File: config.mk
export PLATFORM = sky130hd
export DESIGN_NAME = max_score_tracker
export DESIGN_NICKNAME = d
export VERILOG_FILES = /design/src/rtl/bsw_pkg.sv /design/src/rtl/pe_max_sel.sv /design/src/rtl/max_score_tracker.sv
export SDC_FILE = /design/constraint.sdc
export NUM_CORES = 1
export LEC_CHECK = 0
export BUFFER_PORTS_ARGS = -buffer_cell sky130_fd_sc_hd__buf_2
export CORE_ASPECT_RATIO = 0.9
export CORE_UTILIZATION = 55
export CTS_BUF_LIST = sky130_fd_sc_hd__clkbuf_16
export DETAILED_ROUTE_END_ITERATION = 6
export GPL_TIMING_DRIVEN = 0
export PLACE_DENSITY_LB_ADDON = 0.12
export SLEW_MARGIN = 30
export SYNTH_ARGS = -nofsm -noshare
export SYNTH_HDL_FRONTEND = slang
export SYNTH_SLANG_ARGS = --single-unit
File: constraint.sdc
create_clock -name clk -period 6.8 [get_ports clk]
set_input_delay 2.04 -clock clk [delete_from_list [all_inputs] [get_ports clk]]
set_output_delay 2.04 -clock clk [all_outputs]
set_load 0.05 [all_outputs]
File: src/rtl/bsw_pkg.sv
// Shared definitions for the banded Smith-Waterman max-reduction logic:
// geometry, default widths, controller states and a PE slice helper.
package bsw_pkg;

    localparam int NPE       = 4;
    localparam int HW        = 7;
    localparam int CNT_W_DEF = 10;
    localparam int XDROP_DEF = 20;

    typedef enum logic [1:0] {
        ST_IDLE  = 2'd0,
        ST_RUN   = 2'd1,
        ST_DRAIN = 2'd2,
        ST_DONE  = 2'd3
    } bsw_state_e;

    function automatic logic [HW-1:0] h_slice(input logic [NPE*HW-1:0] h, input int unsigned k);
        return h[k*HW +: HW];
    endfunction

endpackage

File: src/rtl/pe_max_sel.sv
// Combinational max over the PE scores of one beat, returning the value and
// the index of the lowest-numbered PE holding it.
module pe_max_sel
    import bsw_pkg::*;
(
    input  logic [NPE*HW-1:0] h_in,
    output logic [HW-1:0]     max_val,
    output logic [1:0]        max_idx
);

    // Strict compare while scanning upward keeps the lowest index on ties.
    always_comb begin
        max_val = h_slice(h_in, 0);
        max_idx = 2'd0;
        for (int unsigned k = 1; k < NPE; k++) begin
            if (h_slice(h_in, k) > max_val) begin
                max_val = h_slice(h_in, k);
                max_idx = 2'(k);
            end
        end
    end

endmodule

File: src/rtl/max_score_tracker.sv
// Tracks the best PE score (with PE index and beat number) over one alignment,
// raises a sticky X-drop request and pulses done once the pipeline has drained.
//
// state    | meaning
// ST_IDLE  | out of reset, waiting for start
// ST_RUN   | accepting beats until the one tagged last
// ST_DRAIN | last beat accepted, waiting for stage 1 to empty
// ST_DONE  | results final, held until the next start
module max_score_tracker
    import bsw_pkg::*;
#(
    parameter int CNT_W = CNT_W_DEF,
    parameter int XDROP = XDROP_DEF
) (
    input  logic              clk,
    input  logic              rst,
    input  logic              start,
    input  logic              valid_in,
    input  logic              last_in,
    input  logic [NPE*HW-1:0] H_in,
    output logic              busy,
    output logic              done,
    output logic              xdrop,
    output logic [HW-1:0]     max_score,
    output logic [1:0]        max_pe,
    output logic [CNT_W-1:0]  max_beat
);

    localparam logic [CNT_W-1:0] CNT_MAX = {CNT_W{1'b1}};
    localparam logic [HW-1:0]    XDROP_H = HW'(XDROP);

    bsw_state_e       state_q, state_d;
    logic [CNT_W-1:0] beat_cnt_q, beat_cnt_d;
    logic             s1_valid_q, s1_valid_d;
    logic             s1_first_q, s1_first_d;
    logic [HW-1:0]    s1_max_q, s1_max_d;
    logic [1:0]       s1_pe_q, s1_pe_d;
    logic [CNT_W-1:0] s1_beat_q, s1_beat_d;
    logic [HW-1:0]    max_score_q, max_score_d;
    logic [1:0]       max_pe_q, max_pe_d;
    logic [CNT_W-1:0] max_beat_q, max_beat_d;
    logic             xdrop_q, xdrop_d;
    logic             done_q, done_d;

    logic [HW-1:0]    grp_max;
    logic [1:0]       grp_idx;
    logic             accept;

    pe_max_sel u_pe_max_sel (
        .h_in    (H_in),
        .max_val (grp_max),
        .max_idx (grp_idx)
    );

    assign accept = (state_q == ST_RUN) && valid_in;

    always_comb begin
        state_d     = state_q;
        beat_cnt_d  = beat_cnt_q;
        s1_valid_d  = accept;
        s1_first_d  = s1_first_q;
        s1_max_d    = s1_max_q;
        s1_pe_d     = s1_pe_q;
        s1_beat_d   = s1_beat_q;
        max_score_d = max_score_q;
        max_pe_d    = max_pe_q;
        max_beat_d  = max_beat_q;
        xdrop_d     = xdrop_q;
        done_d      = 1'b0;

        // Stage 2 runs before the FSM clears; the pipe is always empty in IDLE/DONE.
        if (s1_valid_q) begin
            if (!s1_first_q && (max_score_q > s1_max_q) && ((max_score_q - s1_max_q) > XDROP_H)) begin
                xdrop_d = 1'b1;
            end
            if (s1_first_q || (s1_max_q > max_score_q)) begin
                max_score_d = s1_max_q;
                max_pe_d    = s1_pe_q;
                max_beat_d  = s1_beat_q;
            end
        end

        if (accept) begin
            s1_max_d   = grp_max;
            s1_pe_d    = grp_idx;
            s1_beat_d  = beat_cnt_q;
            s1_first_d = (beat_cnt_q == '0);
            if (beat_cnt_q != CNT_MAX) begin
                beat_cnt_d = beat_cnt_q + CNT_W'(1);
            end
        end

        case (state_q)
            ST_IDLE, ST_DONE: begin
                if (start) begin
                    state_d     = ST_RUN;
                    beat_cnt_d  = '0;
                    xdrop_d     = 1'b0;
                    max_score_d = '0;
                    max_pe_d    = '0;
                    max_beat_d  = '0;
                end
            end
            ST_RUN: begin
                if (accept && last_in) begin
                    state_d = ST_DRAIN;
                end
            end
            ST_DRAIN: begin
                if (!s1_valid_q) begin
                    state_d = ST_DONE;
                    done_d  = 1'b1;
                end
            end
            default: state_d = ST_IDLE;
        endcase
    end

    always_ff @(posedge clk) begin
        if (rst) begin
            state_q     <= ST_IDLE;
            beat_cnt_q  <= '0;
            s1_valid_q  <= 1'b0;
            s1_first_q  <= 1'b0;
            s1_max_q    <= '0;
            s1_pe_q     <= '0;
            s1_beat_q   <= '0;
            max_score_q <= '0;
            max_pe_q    <= '0;
            max_beat_q  <= '0;
            xdrop_q     <= 1'b0;
            done_q      <= 1'b0;
        end else begin
            state_q     <= state_d;
            beat_cnt_q  <= beat_cnt_d;
            s1_valid_q  <= s1_valid_d;
            s1_first_q  <= s1_first_d;
            s1_max_q    <= s1_max_d;
            s1_pe_q     <= s1_pe_d;
            s1_beat_q   <= s1_beat_d;
            max_score_q <= max_score_d;
            max_pe_q    <= max_pe_d;
            max_beat_q  <= max_beat_d;
            xdrop_q     <= xdrop_d;
            done_q      <= done_d;
        end
    end

    assign busy      = (state_q == ST_RUN) || (state_q == ST_DRAIN);
    assign done      = done_q;
    assign xdrop     = xdrop_q;
    assign max_score = max_score_q;
    assign max_pe    = max_pe_q;
    assign max_beat  = max_beat_q;

endmodule

=== After elaboration in Yosys (flattened, before gate mapping) ===
Index checks and enable logic that the tools add are counted.

* $lt $le $gt $ge: 6
* Bitwise operators: 1
* Reductions and logical operators: 12
* Equality and inequality tests: 7
* $add $sub $neg: 2
* Multiplexer cells: 31

{| class="wikitable"
|+ Operator list
! kind !! number
|-
| $mux 10 || 8
|-
| $mux 7 || 7
|-
| $gt 7x7->1 || 5
|-
| $mux 2 || 9
|-
| $add 10x1->10 const B || 1
|-
| $logic_not 10->1 || 1
|-
| $ne 10x10->1 const B || 1
|-
| $gt 7x5->1 const B || 1
|-
| $sub 7x7->7 || 1
|-
| $mux 1 || 6
|-
| $pmux 2 s3 || 1
|-
| $eq 2x2->1 const B || 2
|-
| $logic_and 1x1->1 || 4
|-
| $ne 2x2->1 const B || 2
|-
| $reduce_or 2->1 || 2
|-
| $reduce_and 3->1 || 1
|-
| $eq 2x1->1 const B || 1
|-
| $logic_not 2->1 || 1
|-
| $logic_or 1x1->1 || 2
|-
| $ne 2x1->1 const B || 1
|-
| $logic_not 1->1 || 1
|-
| $not 1->1 || 1
|}

* Input port bits: 33
* Logic and storage cells: 71
* Register bits after elaboration: 54
* Output and inout port bits: 22

=== Logic depth before layout (Yosys ltp) ===
* Word-level depth: 7
* Depth in mapped cells: 23
* Mapped depth without buffers: 20

=== By module ===
From an unflattened synthesis, not the netlist that was laid out.

* Cells, all modules: 447
* Area, all modules: 3547.2 µm²

{| class="wikitable"
|+ Modules (own cells, without submodules)
! module !! cells each !! seq. area each (µm²) !! times used !! area an instance (µm²)
|-
| max_score_tracker || 308 || 1081.0 || 1 || 2506.2
|-
| pe_max_sel || 139 || 0.0 || 1 || 1041.0
|}

=== Least setup slack after synthesis ===
Ideal clock, no wire load.

* Kind: input to register
* Start point: input port H_in[6]
* End point: register s1_max_q[6]
* Stages: 22
* Library setup time: 0.095 ns
* Path slack: 0.434 ns
* Data required time: 6.705 ns
* Data arrival time: 6.271 ns
* Buffers on the path: 3
* Path through: inv_1 ha_1 a21oi_1 o21a_1 o2bb2ai_2 mux2_2 inv_1 ha_1 a21oi_2 a21oi_1 or4_4 buf_6 and2_4 buf_6 o21ai_0 ha_1 and3_1 and2_1 a221o_1 buf_2 a211o_1 a221oi_1

* Word-level cells in the longest chain between the ends: 6

{| class="wikitable"
|+ RTL lines
! what !! line !! RTL
|-
| from (decl) || max_score_tracker.sv:20 || <nowiki>input logic [NPE*HW-1:0] H_in,</nowiki>
|-
| $gt 7x7->1 || pe_max_sel.sv:16 || <nowiki>if (h_slice(h_in, k) > max_val) begin</nowiki>
|-
| $mux 7 (*) || pe_max_sel.sv:16 ||
|-
| $gt 7x7->1 || pe_max_sel.sv:16 ||
|-
| $mux 7 (*) || pe_max_sel.sv:16 ||
|-
| $gt 7x7->1 || pe_max_sel.sv:16 ||
|-
| $mux 7 (*) || pe_max_sel.sv:16 ||
|-
| to (signal assigned) || max_score_tracker.sv:138 || <nowiki>s1_max_q <= s1_max_d;</nowiki>
|-
| to (decl) || max_score_tracker.sv:36 || <nowiki>logic [HW-1:0] s1_max_q, s1_max_d;</nowiki>
|}

Every way passes the cells marked *; elsewhere a longest branch is shown, timed or not.
A chain may end at the register's enable or synchronous reset.

=== Worst setup path after layout ===
Same ends and word-level chain as after synthesis.

==> summary.md <==
| Metric | Value |
|---|---|
| Placer Congestion | 0.8022 |
| IO Pins | 55 |
| Total power | approximately 1.2 mW |
| Sw frac | 0.3883 |
| DRC Markers | 0 |
| Longest Clk Path Bufs | 2 |
| Max Transition Viols Final | 0 |
| Startpoint types | input port |
| Power Dens Cells | 302.1 mW/mm2 |
| Cells after Synth | 406 |
| Worst Skew | 5.537 ps |
| Pre-CTS setup slack | -96.18 ps |
| Worst-Margin Slew | slightly below 500 ps |
| Reported net switching power | about 0.45 mW |
| Most frequent cell after synthesis | dfxtp_1 |
| HP Start | s1_beat_q[6] |
| Post-synth EDFFs | 0 |
| Die ar. | roughly 0.0063 mm2 |
| CTS tree | done |
| Hold path cells | 2 |
| Crit-path leading delay family | compound AO/OA/AOI/OAI gates |
| First-pass GRT wire length | between 10000 and 15000 um |
| GRT overflow | 0 |
| Worst setup margin | 238.9 ps |
| H-tree depth | 2 |
| Initial antenna violation count | 0 |
| Sequential element share of the synthesized area | 0.3281 |
| Setup violations, final | 0 |
| P_int | 0.7113 mW |
| Fin. Hold Viols | 0 |
| Worst skew pair latency | 290 ps |
| Hold EP | s1_beat_q[6] |
| Crit path arrival time | between 6000 and 7000 ps |
| Post-synth top cells | 54 x dfxtp_1, 43 x a21oi_1, 38 x nand2_1 |
| Vias in the first global route | 2768 |
| CP Class | input port to flip-flop |
| Clk sink count | 54 |
| Drt wl/cell | 14.02 um |
| Clock share of power | 0.251 |
| Die X | 83.58 um |
| R2R Setup Slk | approximately 4500 ps |
| Crit share post-route | 0.9649 |
| Nets@finish | 532 |
| Synthesis Warnings | 0 |
| Placed cell area | between 0.003 and 0.004 mm2 |
| I/O Buffers | 53 |
| Row count | 26 |
| Slowest CP cell | or4_4 |
| Share of layout cells above drive strength 1 | 0.1756 |
| Top_reg_cell synth | dfxtp_1 |
| Synthesized Nets | between 400 and 500 |
| 1st-pass router iterations | 4 |
| Reg2Reg Depth | 8 |
| Fmax | 152.4 MHz |
| Synth-to-Final Area Change | 16.82% |
| Combinational share of power | 0.441 |
| CP Capture Type | flip-flop |
| Die span in y | 75.42 um |
| Relative slew margins | 0.6703 |
| Synthesized area | 0.003294 mm2 |
| Yosys top cell area share | 0.3281 |
| Crit path time final | 6561 ps |
| Hold Buf Count CTS | 0 |
| DR vias | 3067 |
| Core area | roughly 0.0057 mm2 |
| HPWL Detailed | 5998 um |
| RR Endpoint | max_beat[9] |
| 1st-iter DRT viols | 128 |
| Peak supply drop | 257.5 uV |
| Async set or reset register ratio after synthesis | 0 |
| Hold Crit Class | flip-flop to flip-flop |
| Synth area leader | dfxtp_1 |
| Area contributors post-synth | dfxtp_1 33%, ha_1 12%, a21oi_1 6.5% |
| Initial Util | 0.5754 |
| Total Routing Usage GR | 0.2487 |
| Max cap viols | 0 |
| Final instance area | ~0.0038 mm2 |
| Worst path most repeated cell | ha_1 |
| RR Startpoint | s1_max_q[5] |
| Avg Vias per Cell | 5.711 |
| Seq cells post-synth | 54 |
| RSZ-0062 raised after global routing | no |
| Cts bufs inserted | 5 |
| Largest stage delay, worst path | 520 ps |
| Buf/Inv on CP | 6 |
| Status | complete, no violations |
| Syn avg cell area | 8.114 um2 |
| P_leak | between 1.5 and 2 nW |
| Req. time, crit path | 7000 ps |
| Post-route ant nets | 0 |
| # diodes | 0 |
| DRT Wirelength | 7529 um |
| Clock edge transition at the registers on the reported setup and hold paths | 70 ps |
| CP cell instances | buf_2, inv_1, ha_1, nand4_1, a21o_1, o2bb2ai_4, mux2_4, inv_1, ha_1, a21oi_2, a21oi_1, or4_4, buf_6, and2_4, buf_6, o21ai_0, ha_1, and3_1, and2_1, a221o_1, buf_2, a211o_1, a221oi_1 |
| Largest net degree at the start of global routing | 19 |
| Yosys cell types | 50 |
| CTS root buffer | clkbuf_16 |
| Crit Path Max Fanout | 10 |
| Reg power frac | 0.308 |
==> state kept, by name, indices dropped and copies added (netlist names) <==
| register | cells |
|---|---|
| max_score | 7 |
| s1_max_q | 7 |
| max_pe | 2 |
| s1_first_q | 1 |
| s1_valid_q | 1 |
| state_q | 2 |
| s1_beat_q | 10 |
| beat_cnt_q | 10 |
| max_beat | 10 |
| xdrop | 1 |
| done | 1 |
| s1_pe_q | 2 |
==> layout by cell type, fill, tap and decap left out, types with 2 or more instances in the layout <==
cell type | synthesis | final
clkbuf_1 | 14 | 14
nor2b_1 | 3 | 3
o221ai_1 | 7 | 7
o21a_1 | 4 | 4
nor4_1 | 3 | 3
a311oi_1 | 4 | 4
ha_1 | 32 | 32
and3_1 | 3 | 3
nand3_1 | 27 | 27
a21oi_1 | 43 | 43
a31oi_1 | 6 | 6
a221o_1 | 2 | 2
and2_1 | 3 | 3
o21ai_0 | 27 | 26
nand2b_1 | 3 | 3
buf_2 | 4 | 57
nand3b_1 | 7 | 7
a21o_1 | 6 | 6
buf_1 | 2 | 2
xnor2_1 | 2 | 2
or2_2 | 2 | 2
clkbuf_16 | 0 | 5
nor2_1 | 24 | 24
mux2i_1 | 2 | 2
inv_1 | 31 | 31
nor3_1 | 2 | 2
mux2_2 | 7 | 6
nor3b_1 | 2 | 2
nand4_1 | 7 | 7
dfxtp_1 | 54 | 54
buf_6 | 2 | 2
xor2_1 | 8 | 8
a22oi_1 | 2 | 2
nand2_1 | 38 | 38
a221oi_1 | 7 | 7
o21ai_1 | 1 | 2
==> worst min-delay path: cells and delay by family (launching register included) <==
family | cells | cell delay (ps)
DFF | 1 | 310
and+or+nand+nor | 1 | 50
AOI/OAI and AO/OA | 1 | 50
==> cells by family after synthesis <==
kind of cell / Yosys count / synth area share
AND/OR/NAND/NOR: 130 / 0.1971
AO/OA/AOI/OAI: 116 / 0.2226
buffers and inverters: 54 / 0.06798
flip-flops: 54 / 0.3281
adder cells (fa/ha/maj): 33 / 0.1276
XOR/XNOR: 10 / 0.02659
multiplexers: 9 / 0.03001
==> metal layers <==
layer  GRT usage  share of wire  wire (um)  vias up
met3     0.03575          0.035        262       12
met2      0.4318           0.47       3545       67
met4     0.07721          0.014        106        0
met1      0.3273           0.48       3614     1406
met5           0              0          0        -
li1            -              -          -     1582
==> worst max-delay path by stage <==
stage / from / to / slack (ps) / cells past startpoint
2_1_floorplan: H_in[6] / s1_max_q[6] / 430 / 22
3_3_place_gp: H_in[6] / s1_max_q[6] / 10 / 23
3_5_place_dp: H_in[6] / s1_max_q[6] / -100 / 23
4_1_cts: H_in[6] / s1_max_q[6] / 200 / 23
5_1_grt: H_in[6] / s1_max_q[6] / 4 / 23
6_report: H_in[6] / s1_max_q[6] / 240 / 23
==> timing repair <==
action                     4_1_cts  5_1_grt
gates resized for setup          0        4
setup endpoints to repair        0        7
buffers inserted                 0        0
==> cell type report <==
cell class,count,area [um2]
flip-flops and latches,54,1081
plain buffers,23,107.6
clock buffers,5,125.1
inverters,31,116.4
clock inverters,3,48.80
fillers,504,1877
multi-input cells,298,2017
repair buffers,53,265.3
well taps,70,87.58
==> power by group through the flow <==
stage | logic [mW] | clock network, mW | registers, mW
after CTS | 0.505 | 0.297 | 0.358
final | 0.512 | 0.292 | 0.358
after global routing | 0.576 | 0.311 | 0.362
after global placement | 0.486 | 0 | 0.364
after floorplan | 0.383 | 0 | 0.367
after detailed placement | 0.501 | 0 | 0.365
==> metrics by stage <==
| step | setup TNS, ps | utilization | cells | hold WS (ps) |
|---|---|---|---|---|
| finish | 0 | 0.6722 | 537 | 459.8 |
| global route | 0 | 0.6722 | 537 | 482.2 |
| global placement | 0 | 0.6370 | 529 | 448.9 |
| CTS | 0 | 0.6674 | 537 | 460.1 |
| detailed placement | -446.8 | 0.6370 | 529 | 448.4 |
| floorplan | 0 | - | 406 | 436.6 |
Power figures use the tool's default switching activity.
